--- config.mk ---
export PLATFORM = sky130hd
export DESIGN_NAME = obstacle_feeder
export DESIGN_NICKNAME = d
export VERILOG_FILES = /design/src/rtl/obstacle_feeder.sv
export SDC_FILE = /design/constraint.sdc
export NUM_CORES = 1
export LEC_CHECK = 0
export ABC_AREA = 1
export BUFFER_PORTS_ARGS = -buffer_cell sky130_fd_sc_hd__buf_2
export CAP_MARGIN = 30
export CORE_MARGIN = 1
export CORE_UTILIZATION = 50
export CTS_BUF_LIST = sky130_fd_sc_hd__clkbuf_16
export DETAILED_ROUTE_END_ITERATION = 16
export HOLD_SLACK_MARGIN = 0.06
export PLACE_DENSITY = 0.66
export SLEW_MARGIN = 15
export SYNTH_ARGS = -nofsm -noshare
export SYNTH_HDL_FRONTEND = slang
export SYNTH_SLANG_ARGS = --single-unit
--- constraint.sdc ---
create_clock -name Clk -period 2.9 [get_ports Clk]
set_input_delay 0.58 -clock Clk [delete_from_list [all_inputs] [get_ports Clk]]
set_output_delay 0.58 -clock Clk [all_outputs]
set_load 0.02 [all_outputs]
--- src/rtl/obstacle_feeder.sv ---
// rtl/obstacle_feeder.sv - obstacle bit stream and shift strobe source for the track shift register
// Shift period shrinks with level; obstacle bits come from an LFSR filtered by a minimum-gap rule.
module obstacle_feeder #(
  parameter int          CLK_DIV_W        = 24,
  parameter int          BASE_PERIOD      = 5_000_000,
  parameter int          PERIOD_STEP      = 250_000,
  parameter int          MIN_PERIOD       = 1_000_000,
  parameter int          SHIFTS_PER_LEVEL = 16,
  parameter int          MIN_GAP          = 2,
  parameter logic [7:0]  LFSR_SEED        = 8'hA5
) (
  input  logic       Clk,
  input  logic       Rst,
  input  logic       Start,
  input  logic       Halt,
  output logic       BitIn,
  output logic       Shift,
  output logic [3:0] Level,
  output logic       Running
);

  localparam int SC_W = (SHIFTS_PER_LEVEL > 1) ? $clog2(SHIFTS_PER_LEVEL) : 1;
  localparam logic [CLK_DIV_W-1:0] BASE_P  = CLK_DIV_W'(BASE_PERIOD);
  localparam logic [CLK_DIV_W-1:0] STEP_P  = CLK_DIV_W'(PERIOD_STEP);
  localparam logic [CLK_DIV_W-1:0] MIN_P   = CLK_DIV_W'(MIN_PERIOD);
  localparam logic [CLK_DIV_W-1:0] ONE_P   = CLK_DIV_W'(1);
  localparam logic [CLK_DIV_W-1:0] TWO_P   = CLK_DIV_W'(2);
  localparam logic [SC_W-1:0]      SC_LAST = SC_W'(SHIFTS_PER_LEVEL - 1);
  localparam logic [2:0]           GAP_MAX = 3'(MIN_GAP);

  typedef enum logic [1:0] {IDLE, RUN, HALTED} state_t;

  state_t               state, state_n;
  logic [7:0]           lfsr, lfsr_n;
  logic [CLK_DIV_W-1:0] cnt, cnt_n, period, period_n;
  logic [SC_W-1:0]      shift_cnt, shift_cnt_n;
  logic [2:0]           gap, gap_n;
  logic                 bit_n, shift_n, running_n;
  logic [3:0]           level_n;
  logic                 lfsr_fb, candidate;

  // Taps 8,6,5,4 of x^8+x^6+x^5+x^4+1, shifting toward the MSB.
  assign lfsr_fb   = lfsr[7] ^ lfsr[5] ^ lfsr[4] ^ lfsr[3];
  assign candidate = &lfsr[1:0];

  always_comb begin
    state_n     = state;
    lfsr_n      = {lfsr[6:0], lfsr_fb};
    cnt_n       = cnt;
    period_n    = period;
    shift_cnt_n = shift_cnt;
    gap_n       = gap;
    bit_n       = BitIn;
    shift_n     = 1'b0;
    level_n     = Level;

    if (state == RUN) begin
      if (Halt) begin
        state_n = HALTED;
        bit_n   = 1'b0;
      end else begin
        cnt_n = (cnt == period - ONE_P) ? '0 : cnt + ONE_P;
        if (cnt == period - TWO_P) begin
          if (gap < GAP_MAX) begin
            bit_n = 1'b0;
            gap_n = gap + 3'd1;
          end else begin
            bit_n = candidate;
            gap_n = candidate ? 3'd0 : GAP_MAX;
          end
        end
        if (cnt == period - ONE_P) begin
          shift_n = 1'b1;
          if (shift_cnt == SC_LAST) begin
            shift_cnt_n = '0;
            level_n     = (Level == 4'd15) ? Level : Level + 4'd1;
            // period never drops below MIN_P, so period - MIN_P cannot underflow
            period_n    = ((period - MIN_P) < STEP_P) ? MIN_P : period - STEP_P;
          end else begin
            shift_cnt_n = shift_cnt + SC_W'(1);
          end
        end
      end
    end else if (Start) begin
      state_n     = RUN;
      cnt_n       = '0;
      period_n    = BASE_P;
      level_n     = 4'd0;
      shift_cnt_n = '0;
      gap_n       = 3'd0;
      bit_n       = 1'b0;
    end

    running_n = (state_n == RUN);
  end

  always_ff @(posedge Clk) begin
    if (Rst) begin
      state     <= IDLE;
      lfsr      <= LFSR_SEED;
      cnt       <= '0;
      period    <= BASE_P;
      shift_cnt <= '0;
      gap       <= 3'd0;
      BitIn     <= 1'b0;
      Shift     <= 1'b0;
      Level     <= 4'd0;
      Running   <= 1'b0;
    end else begin
      state     <= state_n;
      lfsr      <= lfsr_n;
      cnt       <= cnt_n;
      period    <= period_n;
      shift_cnt <= shift_cnt_n;
      gap       <= gap_n;
      BitIn     <= bit_n;
      Shift     <= shift_n;
      Level     <= level_n;
      Running   <= running_n;
    end
  end

endmodule

Word-level counts from Yosys, hierarchy flattened
Index checks and enable logic that the tools add are counted.
{"block": "op_classes", "n_lt_le_gt_ge": 2, "eq_ne": 12, "n_addsub": 8, "n_reduce_logical": 9, "muxes": 35, "bitwise_logic": 4}
{"cell": "$mux 24", "count": 10}
{"cell": "$eq 24x24->1", "count": 2}
{"cell": "$mux 4", "count": 10}
{"cell": "$add 24x1->24 const B", "count": 1}
{"cell": "$lt 24x18->1 const B", "count": 1}
{"cell": "$sub 24x1->24 const B", "count": 1}
{"cell": "$sub 24x18->24 const B", "count": 1}
{"cell": "$sub 24x2->24 const B", "count": 1}
{"cell": "$sub 24x20->24 const B", "count": 1}
{"cell": "$mux 3", "count": 5}
{"cell": "$add 4x1->4 const B", "count": 2}
{"cell": "$eq 4x4->1 const B", "count": 2}
{"cell": "$mux 2", "count": 4}
{"cell": "$mux 1", "count": 6}
{"cell": "$ne 2x1->1 const B", "count": 3}
{"cell": "$reduce_and 2->1", "count": 3}
{"cell": "$reduce_and 3->1", "count": 2}
{"cell": "$reduce_and 5->1", "count": 1}
{"cell": "$eq 2x1->1 const B", "count": 2}
{"cell": "$ne 2x2->1 const B", "count": 2}
{"cell": "$reduce_and 4->1", "count": 1}
{"cell": "$add 3x1->3 const B", "count": 1}
{"cell": "$lt 3x2->1 const B", "count": 1}
{"cell": "$ne 3x2->1 const B", "count": 1}
{"cell": "4 further kinds", "count": 6}
{"block": "totals", "inputBits": 4, "elab_cells": 80, "output_inout_bits": 7, "ff_bits": 72}

Logic depth before layout (Yosys ltp)
{"block": "logic_depth", "word_depth": 7, "ltp_mapped": 19, "ltp_nobuf": 18}

Worst setup path before layout
Ideal clock, no wire load.
{"block": "synth_timing", "kind": "reg-to-reg", "start": "register period[4]", "end": "register period[7]", "stages_incl_launch_ff": 18, "setup_time_ns": 0.114, "synth_period_minus_slack_ns": 2.029, "path_buffers": 1, "arrival_ns": 1.916, "slack_ns": 0.871, "required_ns": 2.786, "path_cell_list": "dfxtp_1 inv_1 ha_1 inv_1 nand2_1 nand2_1 xor2_1 nor2_1 nand2_1 nor2_1 nand2_1 nor2_2 nand2_2 nand2_4 nand3_4 buf_2 a21oi_1 nor2_1"}
{"block": "synth_between", "elab_chain_len": 7, "word_cells_on_any_way": 12, "cone_classes": "add/sub (3); order compare (1); eq/ne (2); mux (5); reduce/logical (1)"}
{"element": "start: declaration", "line": "35", "source": "logic [CLK_DIV_W-1:0] cnt, cnt_n, period, period_n;"}
{"element": "start signal: assignment", "line": "113", "source": "period <= period_n;"}
{"element": "$sub 24x20->24", "line": "78", "source": "period_n = ((period - MIN_P) < STEP_P) ? MIN_P : period - STEP_P;"}
{"element": "$lt 24x18->1", "line": "78"}
{"element": "$mux 24", "line": "78"}
{"element": "$mux 24", "line": "74", "source": "if (shift_cnt == SC_LAST) begin"}
{"element": "$mux 24", "line": "72", "source": "if (cnt == period - ONE_P) begin"}
{"element": "$mux 24", "line": "58", "source": "if (Halt) begin"}
{"element": "$mux 24", "line": "57", "source": "if (state == RUN) begin"}
Parallel ways exist; a longest one is shown, timed or not. The select of a mux whose other input is x is not followed.
A chain may end at the register's enable or synchronous reset.

Worst setup path in the final report
Same ends and word-level chain as after synthesis.

==> impl_metrics.prom <==
# TYPE chip_impl_metric gauge
chip_impl_metric{name="wl",unit="mm"} 11.2
chip_impl_metric{name="cts-buffers-inserted",unit=""} 9
chip_impl_info{name="rsz0062_at_grt",value="no"} 1
chip_impl_info{name="worstSetupStartpoint",value="period[4]"} 1
chip_impl_metric{name="grt_first_pass_wirelength",unit="mm"} 19.2
chip_impl_metric{name="first_global_vias",unit=""} 4221
chip_impl_info{name="critical-path-top-cell-by-count",value="nand2_1"} 1
chip_impl_metric{name="synthCells",unit=""} 708
chip_impl_info{name="clk_tree_root_cell",value="clkbuf_16"} 1
chip_impl_metric{name="antenna_cells_inserted",unit=""} 0
chip_impl_info{name="dr_top_layer",value="met4"} 1
chip_impl_info{name="critical_path.cell_chain",value="inv_1 > ha_2 > nand2_2 > nor2_4 > nand2_2 > nor2_2 > nand2_1 > nand2_1 > nand2_1 > inv_1 > nand2_1 > nor2_2 > nand2_2 > nand2_4 > nand3_4 > a21oi_1 > nor2_1"} 1
chip_impl_metric{name="clk_transition_reported_paths",unit="ns"} 0.06
chip_impl_metric{name="placement.cell_area",unit="sq mm"} 0.00459
chip_impl_metric{name="max_freq",unit="MHz"} 398
chip_impl_metric{name="regToRegSetupSlack",unit="ns"} 0.39
chip_impl_metric{name="slew_violations",unit=""} 0
chip_impl_metric{name="static_leakage_power",unit="nW"} 2.18
chip_impl_metric{name="initial_core_util",unit="%"} 51.5
chip_impl_info{name="yosys-top-cells-area",value="dfxtp_1 30%, nand2_1 15%, nor2_1 8.8%"} 1
chip_impl_metric{name="post_synthesis_net_count",unit=""} 719
chip_impl_metric{name="core_region_area",unit="sq mm"} 0.00872
chip_impl_metric{name="io_pins",unit=""} 11
chip_impl_metric{name="critPathMaxFanout",unit=""} 22
chip_impl_metric{name="synth_register_bits",unit=""} 68
chip_impl_metric{name="place.gp.congestion",unit=""} 0.998
chip_impl_info{name="crit_path_top_delay_cell",value="dfxtp_1"} 1
chip_impl_info{name="worst_r2r_startpoint",value="period[4]"} 1
chip_impl_metric{name="die_x",unit="um"} 96.8
chip_impl_metric{name="ys_seq_area_share",unit="%"} 30.3
chip_impl_metric{name="power.density",unit="mW/mm^2"} 559
chip_impl_info{name="crit_path_end",value="period[7]"} 1
chip_impl_metric{name="drtIter0Drc",unit=""} 197
chip_impl_info{name="yosysMostFrequentCell",value="nand2_1"} 1
chip_impl_metric{name="max_slew_margin",unit="%"} 65.6
chip_impl_metric{name="grt_antenna_before_repair",unit=""} 0
chip_impl_metric{name="postRouteAntennaNets",unit=""} 0
chip_impl_metric{name="async_flop_share",unit="%"} 0
chip_impl_metric{name="yosysTopAreaCellShare",unit="%"} 30.3
chip_impl_info{name="ys_dominant_reg_cell",value="dfxtp_1"} 1
chip_impl_info{name="regToRegEndpoint",value="period[7]"} 1
chip_impl_metric{name="worst_pin_slew",unit="ns"} 0.515
chip_impl_info{name="outcome",value="finished, final reports clean"} 1
chip_impl_metric{name="final_setup_violation_count",unit=""} 0
chip_impl_metric{name="timing.critical_path.depth",unit=""} 17
chip_impl_metric{name="timing_hold_violations_final",unit=""} 0
chip_impl_metric{name="design_area",unit="sq mm"} 0.00491
chip_impl_info{name="critical_path.top_delay_family",value="simple AND/OR/NAND/NOR gates"} 1
chip_impl_metric{name="die_area",unit="sq mm"} 0.00937
chip_impl_metric{name="synth_edf_count",unit=""} 0
chip_impl_info{name="synth_top_cell_by_area",value="dfxtp_1"} 1
chip_impl_metric{name="worstSkewPairLatency",unit="ns"} 0.33
chip_impl_metric{name="die_extent_in_y",unit="um"} 96.8
chip_impl_metric{name="regArea",unit="sq mm"} 0.00136
chip_impl_info{name="cts_tree",value="built"} 1
chip_impl_metric{name="grt_remaining_overflow",unit=""} 0
chip_impl_info{name="netlist_top_cells_count",value="184 x nand2_1, 105 x nor2_1, 79 x inv_1"} 1
chip_impl_metric{name="placement.io_buffers",unit=""} 10
chip_impl_metric{name="routedWlPerCell",unit="um"} 13.6
chip_impl_info{name="path_class",value="reg -> reg"} 1
chip_impl_metric{name="place_hpwl",unit="mm"} 8.14
chip_impl_info{name="worstHoldPathType",value="reg -> reg"} 1
chip_impl_info{name="critPathCaptureType",value="flip-flop"} 1
chip_impl_metric{name="timing.reg2reg.worst_path_depth",unit=""} 17
chip_impl_metric{name="worstPathBufferInverterCount",unit=""} 2
chip_impl_metric{name="count_of_filler_cells_inserted_in_the_layout",unit=""} 861
chip_impl_metric{name="peakVddDrop",unit="mV"} 0.315
chip_impl_metric{name="wl_met3",unit="um"} 373
chip_impl_metric{name="final_tns_setup",unit="ns"} 0
chip_impl_metric{name="site_row_count",unit=""} 34
chip_impl_metric{name="hold_buffers",unit=""} 0
chip_impl_metric{name="vias",unit=""} 4341
chip_impl_metric{name="routed_via_density",unit=""} 5.29
chip_impl_metric{name="critical_path.max_stage_delay",unit="ns"} 0.33
chip_impl_metric{name="proportion_of_layout_cells_with_a_drive_suffix_above_1",unit="%"} 9.69
chip_impl_metric{name="clk_path_buf_depth",unit=""} 2
chip_impl_metric{name="gr-usage-all-layers",unit="%"} 25.0
chip_impl_metric{name="netlist_area",unit="sq mm"} 0.00449
chip_impl_metric{name="post-route-drc-count",unit=""} 0
chip_impl_metric{name="yosys_warnings",unit=""} 0
chip_impl_metric{name="critPathRequiredTime",unit="ns"} 3.13
chip_impl_metric{name="synth.avg_cell_area",unit="sq um"} 6.34
chip_impl_metric{name="finalCritPeriodShare",unit="%"} 86.7
chip_impl_metric{name="detail_route.first_pass.iterations",unit=""} 5
chip_impl_metric{name="area_of_the_multi_input_gates",unit="sq mm"} 0.00267
chip_impl_metric{name="max-cap-violations",unit=""} 0
chip_impl_metric{name="dr_wl_met2",unit="mm"} 5.41
chip_impl_metric{name="wirelength_met1",unit="mm"} 5.14
chip_impl_info{name="startpoint_type",value="flip-flop"} 1
chip_impl_metric{name="synthDistinctLibCells",unit=""} 37
chip_impl_metric{name="design.final.nets",unit=""} 718
chip_impl_metric{name="grt_start_max_net_pins",unit=""} 32
chip_impl_metric{name="period_needed",unit="ns"} 2.51
chip_impl_metric{name="area.growth.synth_to_final",unit="%"} 9.41
chip_impl_metric{name="cts_sinks",unit=""} 68
chip_impl_metric{name="cp.arrival",unit="ns"} 2.74
chip_impl_metric{name="h-tree-depth",unit=""} 3
chip_impl_metric{name="clock_skew",unit="ns"} 0.00654
==> cells by family (layout without fill, tap and decap cells) <==
group,after synthesis,count (layout),synth area share [%]
simple gates,431,431,43.5
flops,68,68,30.3
compound gates,44,44,5.24
fa+ha+maj,7,7,1.95
xor+xnor,42,42,8.50
buf+inv,116,120,10.5
==> cell usage in the layout (no fill, tap or decap), drive strengths merged, types with 10 or more instances in the layout <==
master  instances
inv            85
dfxtp          68
xnor2          10
nand2         192
nor3           13
o21ai          13
nor2          120
nand3          59
nand4          30
buf            18
xor2           31
a21oi          24
==> state kept, by name, summed over array words and instances (netlist names) <==
register   flops
gap            3
lfsr           8
state          2
Level          4
period        20
shift_cnt      4
cnt           24
Shift          1
Running        1
BitIn          1
==> what timing repair did <==
action	in CTS	in global routing
buffers inserted	0	0
setup endpoints to repair	0	26
resized for setup	0	3
==> layout make-up <==
cell class / instances / share of cell area [%]
multi-input combinational: 524 / 54.2
sequential: 68 / 27.7
inverter: 86 / 6.57
clock buffer: 9 / 4.58
tap: 108 / 2.75
timing repair buffer: 18 / 2.32
clock inverter: 7 / 1.86
==> through the flow <==
step / setup slack [ns] / power, W / instances / util [%] / hold slack, ns
finish: 0.385 / 0.00275 / 820 / 56.4 / 0.407
global route: 0.0146 / 0.00288 / 820 / 56.4 / 0.429
CTS: 0.239 / 0.00275 / 820 / 56.2 / 0.412
detailed placement: 0.242 / 0.00157 / 804 / 52.6 / 0.397
global placement: 0.276 / 0.00157 / 804 / 52.6 / 0.399
floorplan: 0.871 / 0.00147 / 708 / - / 0.388
==> per-layer routing <==
metal	vias to the layer above	track usage, %
met2	107	42.6
met4	0	11.0
li1	2240	-
met3	22	3.18
met1	1972	31.5
met5	-	0
==> worst min path at each step <==
stage	startpoint	to	slack (ns)	cells after the start
6_report	lfsr[6]	lfsr[7]	0.41	1
5_1_grt	lfsr[2]	lfsr[3]	0.43	2
4_1_cts	lfsr[2]	lfsr[3]	0.41	2
3_5_place_dp	lfsr[6]	lfsr[7]	0.40	1
3_3_place_gp	lfsr[6]	lfsr[7]	0.40	1
2_1_floorplan	lfsr[2]	lfsr[3]	0.39	2
==> report_power, final <==
group | total (W) | internal (W) | leakage, nW | switching [W]
Combinational | 0.000498 | 0.000171 | 1.48 | 0.000327
Clock | 0.00118 | 0.000748 | 0.147 | 0.000434
Sequential | 0.00106 | 0.000987 | 0.556 | 0.0000778
(Power assumes the default switching activity.)
